**src/rtl/mem_pkg.sv**
```systemverilog
// Shared types and constants for the MEM pipeline stage: FSM state,
// MEM/WB bundle layout and datapath widths.
package mem_pkg;

   localparam int XLEN                   = 64;
   localparam int REG_ADDR_W             = 5;
   localparam int TIMEOUT_CYCLES_DEFAULT = 255;
   localparam int WAIT_CNT_W             = 8;

   typedef enum logic {
      IDLE   = 1'b0,
      ACCESS = 1'b1
   } mem_state_t;

   typedef struct packed {
      logic                  valid;
      logic                  memtoreg;
      logic                  regwrite;
      logic [XLEN-1:0]       read_data;
      logic [XLEN-1:0]       alu_result;
      logic [REG_ADDR_W-1:0] write_reg;
   } wb_bundle_t;

   // Doubleword accesses only: the low three address bits must be clear.
   function automatic logic is_aligned(input logic [XLEN-1:0] addr);
      return addr[2:0] == 3'b000;
   endfunction

endpackage

```
**src/rtl/mem_wb_reg.sv**
```systemverilog
// MEM/WB pipeline register. A cycle without load keeps the payload but
// drops valid, so the write-back stage sees a bubble.
module mem_wb_reg
   import mem_pkg::*;
(
   input  logic       clk,
   input  logic       rst_n,
   input  logic       load,
   input  wb_bundle_t bundle_in,
   output wb_bundle_t bundle_out
);

   // NOTE: sequential state uses non-blocking assignments so every register
   // samples pre-edge values regardless of block evaluation order.
   always_ff @(posedge clk or negedge rst_n) begin
      if (!rst_n) begin
         bundle_out <= '0;
      end else if (load) begin
         bundle_out <= bundle_in;
      end else begin
         bundle_out.valid <= 1'b0;
      end
   end

endmodule

```
**src/rtl/mem_stage.sv**
```systemverilog
// MEM pipeline stage: branch resolution, data-memory handshake with
// misalign/timeout aborts, and the MEM/WB register.
module mem_stage
   import mem_pkg::*;
#(
   parameter int TIMEOUT_CYCLES = TIMEOUT_CYCLES_DEFAULT
) (
   input  logic                  clk,
   input  logic                  rst_n,
   input  logic                  valid_in,
   input  logic [XLEN-1:0]       pc_in,
   input  logic                  zero_in,
   input  logic                  branch_in,
   input  logic                  memread_in,
   input  logic                  memwrite_in,
   input  logic                  memtoreg_in,
   input  logic                  regwrite_in,
   input  logic [XLEN-1:0]       alu_result_in,
   input  logic [XLEN-1:0]       store_data_in,
   input  logic [REG_ADDR_W-1:0] write_reg_in,
   output logic                  stall,
   output logic                  pcsrc,
   output logic [XLEN-1:0]       branch_target,
   output logic                  dmem_req,
   output logic                  dmem_we,
   output logic [XLEN-1:0]       dmem_addr,
   output logic [XLEN-1:0]       dmem_wdata,
   input  logic                  dmem_ready,
   input  logic [XLEN-1:0]       dmem_rdata,
   output logic                  wb_valid,
   output logic                  wb_memtoreg,
   output logic                  wb_regwrite,
   output logic [XLEN-1:0]       wb_read_data,
   output logic [XLEN-1:0]       wb_alu_result,
   output logic [REG_ADDR_W-1:0] wb_write_reg,
   output logic                  err
);

   localparam logic [WAIT_CNT_W-1:0] WAIT_LIMIT = WAIT_CNT_W'(TIMEOUT_CYCLES - 1);

   mem_state_t            state;
   logic [WAIT_CNT_W-1:0] wait_cnt;
   logic                  lat_memread;
   logic                  lat_memtoreg;
   logic                  lat_regwrite;
   logic [REG_ADDR_W-1:0] lat_write_reg;

   logic       mem_op;
   logic       aligned;
   logic       timeout;
   logic       wb_load;
   wb_bundle_t wb_d;
   wb_bundle_t wb_q;

   assign mem_op        = valid_in & (memread_in | memwrite_in);
   assign aligned       = is_aligned(alu_result_in);
   assign timeout       = (state == ACCESS) & ~dmem_ready & (wait_cnt == WAIT_LIMIT);
   assign pcsrc         = (state == IDLE) & valid_in & branch_in & zero_in;
   assign branch_target = pc_in;

   // The abort cycle releases the stall so the discarded instruction drains
   // out of EX/MEM instead of being re-issued.
   always_comb begin
      stall = 1'b0;
      case (state)
         IDLE:    stall = mem_op & aligned;
         ACCESS:  stall = ~dmem_ready & ~timeout;
         default: stall = 1'b0;
      endcase
   end

   // NOTE: every always_comb output gets a default first so no path can
   // leave it unassigned and infer a latch.
   always_comb begin
      wb_load = 1'b0;
      wb_d       = wb_q;
      wb_d.valid = 1'b1;
      case (state)
         IDLE: begin
            if (valid_in && !(mem_op && aligned)) begin
               wb_load         = 1'b1;
               wb_d.alu_result = alu_result_in;
               wb_d.write_reg  = write_reg_in;
               wb_d.memtoreg   = memtoreg_in;
               wb_d.regwrite   = regwrite_in & ~mem_op;
            end
         end
         ACCESS: begin
            if (dmem_ready) begin
               wb_load         = 1'b1;
               wb_d.alu_result = dmem_addr;
               wb_d.write_reg  = lat_write_reg;
               wb_d.memtoreg   = lat_memtoreg;
               wb_d.regwrite   = lat_regwrite;
               wb_d.read_data  = lat_memread ? dmem_rdata : wb_q.read_data;
            end
         end
         default: wb_load = 1'b0;
      endcase
   end

   // NOTE: the address/data latches are plain flops, not a memory array, so
   // they take the async reset like the control state.
   always_ff @(posedge clk or negedge rst_n) begin
      if (!rst_n) begin
         state         <= IDLE;
         wait_cnt      <= '0;
         dmem_req      <= 1'b0;
         dmem_we       <= 1'b0;
         dmem_addr     <= '0;
         dmem_wdata    <= '0;
         lat_memread   <= 1'b0;
         lat_memtoreg  <= 1'b0;
         lat_regwrite  <= 1'b0;
         lat_write_reg <= '0;
         err           <= 1'b0;
      end else begin
         err <= 1'b0;
         case (state)
            IDLE: begin
               if (mem_op) begin
                  if (aligned) begin
                     state         <= ACCESS;
                     wait_cnt      <= '0;
                     dmem_req      <= 1'b1;
                     dmem_we       <= memwrite_in;
                     dmem_addr     <= alu_result_in;
                     dmem_wdata    <= store_data_in;
                     lat_memread   <= memread_in;
                     lat_memtoreg  <= memtoreg_in;
                     lat_regwrite  <= regwrite_in;
                     lat_write_reg <= write_reg_in;
                  end else begin
                     err <= 1'b1;
                  end
               end
            end
            ACCESS: begin
               // Ready is tested first so it wins in the timeout cycle.
               if (dmem_ready) begin
                  state    <= IDLE;
                  dmem_req <= 1'b0;
                  dmem_we  <= 1'b0;
               end else if (timeout) begin
                  state    <= IDLE;
                  dmem_req <= 1'b0;
                  dmem_we  <= 1'b0;
                  err      <= 1'b1;
               end else begin
                  wait_cnt <= wait_cnt + WAIT_CNT_W'(1);
               end
            end
            default: state <= IDLE;
         endcase
      end
   end

   mem_wb_reg u_mem_wb_reg (
      .clk        (clk),
      .rst_n      (rst_n),
      .load       (wb_load),
      .bundle_in  (wb_d),
      .bundle_out (wb_q)
   );

   assign wb_valid      = wb_q.valid;
   assign wb_memtoreg   = wb_q.memtoreg;
   assign wb_regwrite   = wb_q.regwrite;
   assign wb_read_data  = wb_q.read_data;
   assign wb_alu_result = wb_q.alu_result;
   assign wb_write_reg  = wb_q.write_reg;

endmodule

```
**config.mk**
```make
export PLATFORM = sky130hd
export DESIGN_NAME = mem_stage
export DESIGN_NICKNAME = d
export VERILOG_FILES = /design/src/rtl/mem_pkg.sv /design/src/rtl/mem_wb_reg.sv /design/src/rtl/mem_stage.sv
export SDC_FILE = /design/constraint.sdc
export NUM_CORES = 1
export LEC_CHECK = 0
export BUFFER_PORTS_ARGS = -buffer_cell sky130_fd_sc_hd__buf_2
export CORE_AREA = 2 2 233 235
export CTS_CLUSTER_DIAMETER = 100
export DETAILED_ROUTE_END_ITERATION = 6
export DIE_AREA = 0 0 235 237
export GPL_ROUTABILITY_DRIVEN = 0
export SETUP_SLACK_MARGIN = 0.5
export SYNTH_ARGS = -nofsm -noshare
export SYNTH_HDL_FRONTEND = slang
export SYNTH_HIERARCHICAL = 1
export SYNTH_SLANG_ARGS = --single-unit
export TNS_END_PERCENT = 30
```
**constraint.sdc**
```tcl
create_clock -name clk -period 2.1 [get_ports clk]
set_clock_uncertainty 0.2 [all_clocks]
set_input_delay 0 -clock clk [delete_from_list [all_inputs] [get_ports clk]]
set_output_delay 0 -clock clk [all_outputs]
set_load 0.02 [all_outputs]
```
==> results by group <==
Synthesis
  – Syn Inst Count: 1,421
  – Sequential cell area fraction in the yosys report: 0.455
  – Avg Synthesized Cell Area: 11.0 um^2
  – Yosys reg bits: 284
  – Cell taking the most area after synthesis: dfrtp_1
  – Post-synth top area share: 0.455
  – Most area-consuming cells after synthesis: dfrtp_1 46%, mux2_2 18%, o31a_1 3.8%, mux2_4 3.8%, buf_4 3.5%
  – Dominant synthesized flop cell: dfrtp_1
  – FFs w/ async S/R, synth: 1.00
  – Syn_nets: 1,694
  – Post-synth cell types: 48
  – Cell Area, Synth: 0.0156 mm^2
  – Synthesis Warnings: 6
  – Post-synth EDFFs: 0

Floorplanning
  – Initial Utilization: 0.293
  – Core Area: 0.0533 mm^2
  – Die W: 235 um
  – Rows: 85
  – # IOs: 604
  – Total die area: 0.0557 mm^2
  – Die height: 237 um

Layout
  – Share of cells above drive strength 1: 0.453
  – Reg with most FFs: u_mem_wb_reg/bundle_out
  – Filler cell count: 4,666
  – Non-filler cells, final: 2,900
  – Diodes inserted: 0
  – Final #Nets: 2,448
  – Area Overhead vs Synth: 59.1%
  – Largest regs: u_mem_wb_reg/bundle_out x136, dmem_addr x64, dmem_wdata x64
  – Max FFs per register: 136
  – Finished Cell Area: 0.0248 mm^2

Setup path
  – Crit Path Category: flip-flop to flip-flop
  – CP max-delay cell: dfrtp_4
  – Worst path most repeated cell: buf_12
  – R2R Setup Slk: 20 ps
  – Critical-path maximum fanout: 18
  – Critical Path AT: 2300 ps
  – Worst-path cell chain: buf_12 -> nand2b_4 -> nor3_4 -> buf_12 -> buf_16 -> mux2_1
  – Setup crit end kind: flip-flop
  – Critical path's largest stage delay: 530 ps
  – Startpoint Class: flip-flop
  – WP data required: 2320 ps

Drt
  – Via density per instance: 5.13
  – Drt drc: 0
  – Final wirelength: 62,200 um
  – Met2 WL: 31,200 um
  – Met1 WL: 24,100 um
  – Wire length on met3: 4160 um
  – Vias: 14,864
  – Routed len/inst: 21.5 um
  – Routed Antenna Nets: 0
  – DRT iter0 DRCs: 1,012
  – DR top layer: met4
  – DRT Pass-1 Iters: 5

Timing
  – Fin. Hold Viols: 45
  – RSZ-0062 raised after global routing: true
  – Worst hold margin: -221 ps
  – Final setup viols: 0
  – Setup tns final: 0 ps
  – Slew Limit Headroom: 0.557
  – Worst-margin pin slew: 662 ps
  – Period utilization: 0.991
  – Final max-slew violation count: 0
  – F_max: 480 MHz
  – Fin crit period: 2080 ps

Global route
  – Total GRT Usage: 0.197
  – Initial antenna violation count: 0
  – First-pass GRT wire length: 87,600 um
  – Pin count of the biggest net entering global routing: 94
  – Gr ovfl total: 0
  – Vias in the first global route: 15,116

Clock tree
  – Clock transition at path regs: 60 ps
  – CTS tree: done
  – Num Clock Sinks: 284
  – CTS root buf: clkbuf_16
  – H-tree depth: 2
  – Worst skew pair latency: 560 ps
  – Inserted Clock Buffers: 37
  – Max clock buf depth: 3

Job
  – Max-capacitance violation count: 0

Power and ir drop
  – LEAKAGE: 12.2 nW
  – Worst-case vdd ir drop: 0.600 mV
  – Pwr per Cell Area: 947 mW/mm^2
  – Pwr Total: 0.0235 W

Placed design
  – Inst Count DP: 2,469
  – DP HPWL: 34,600 um
  – PortBufs: 475
  – Placed inst area: 0.0186 mm^2

Status
  – Violated checks: hold timing
  – Status: complete, but fails checks

Min path
  – Tightest Hold Check Type: primary input to asynchronous set/reset pin
## metrics by stage
step	setup slack, ps	utilization
2_1_floorplan	166	-
3_3_place_gp	31.6	0.349
3_5_place_dp	-4.42	0.349
4_1_cts	-16.1	0.443
5_1_grt	-55.2	0.466
6_report	18.0	0.466
## worst paths after layout
check / start / end / depth (start not counted)
hold / removal: rst_n / dmem_wdata[20] / 2
hold reg to reg: dmem_wdata[54] / dmem_wdata[54] / 1
setup / recovery: state / dmem_wdata[37] / 6
setup reg to reg: state / dmem_wdata[37] / 6
max in group asynchronous: rst_n / u_mem_wb_reg/bundle_out[69] / 3
min in group clk: memread_in / wait_cnt[3] / 4
## final cells by class
cell class / count / area [um^2] / area share
Clock inverter: 19 / 175 / 0.00705
Sequential cell: 284 / 7110 / 0.286
Inverter: 74 / 278 / 0.0112
Clock buffer: 49 / 1040 / 0.0419
Timing Repair Buffer: 898 / 7230 / 0.291
Tap cell: 696 / 871 / 0.0351
Multi-Input combinational cell: 880 / 8140 / 0.327
## report_power, final
group          leakage, nW  switching, W  internal (W)  total (W)
logic                 8.09       0.00466       0.00439    0.00905
clock network        0.615       0.00262       0.00377    0.00639
registers             3.53       0.00119       0.00689    0.00808
## per-layer routing
| layer | GRT usage | vias up |
|---|---|---|
| li1 | - | 6587 |
| met2 | 0.340 | 720 |
| met3 | 0.0431 | 159 |
| met4 | 0.0990 | 0 |
| met5 | 0 | - |
| met1 | 0.230 | 7398 |
## what timing repair did
item | in CTS | in global routing
endpoints found under the setup margin | 285 | 275
buffers inserted | 10 | 12
endpoints found under the hold margin | 629 | 47
pin swaps | 0 | 8
gates resized for setup | 101 | 188
hold buffers | 306 | 1
cloned | 10 | 24
## layout by cell type (no fill, tap or decap), drive strengths merged, types with 2 or more instances in the layout
| cell | count |
|---|---|
| nor2 | 2 |
| nor2b | 2 |
| o31ai | 5 |
| clkbuf | 60 |
| nand3 | 5 |
| dlygate4sd3 | 307 |
| a22oi | 3 |
| o31a | 67 |
| dfrtp | 284 |
| nand4b | 2 |
| bufinv | 2 |
| nand2 | 135 |
| ha | 2 |
| o211ai | 71 |
| clkinv | 13 |
| a21oi | 68 |
| mux2i | 5 |
| a31oi | 3 |
| buf | 579 |
| inv | 78 |
| nand2b | 6 |
| o22ai | 67 |
| o21ai | 72 |
| mux2 | 340 |
| and2 | 5 |
| nor3 | 2 |
| and3 | 2 |
## synth_stat cells, types with 2 or more instances
cell type,count
a22oi_1,3
and2_1,5
dfrtp_1,284
nor2b_1,2
inv_1,74
a21oi_1,68
o31ai_1,5
buf_4,72
o22ai_1,67
o211ai_1,71
mux2i_1,5
nand2_1,135
buf_6,10
nand4b_1,2
mux2_4,39
mux2_2,256
clkbuf_1,64
mux2_1,42
ha_1,2
nor2_1,2
nand3_1,3
nand2b_1,6
buf_1,3
and3_1,2
o21ai_0,72
buf_2,37
a31oi_1,3
o31a_1,67
## cell families after synthesis
logic type                 Yosys count  synth area share
AOI/OAI and AO/OA                  364             0.153
adders and majority gates            2           0.00160
buffers and inverters              261            0.0879
DFF                                284             0.455
muxes                              342             0.256
other                                1          0.000240
and+or+nand+nor                    167            0.0460
## critical path, delay by kind of cell, from the launching register on
family,cells,cell delay (ps)
buf+inv,3,550
flops,1,530
mux,1,330
simple gates,2,300
No activity file was read; power rests on OpenSTA's default activity.
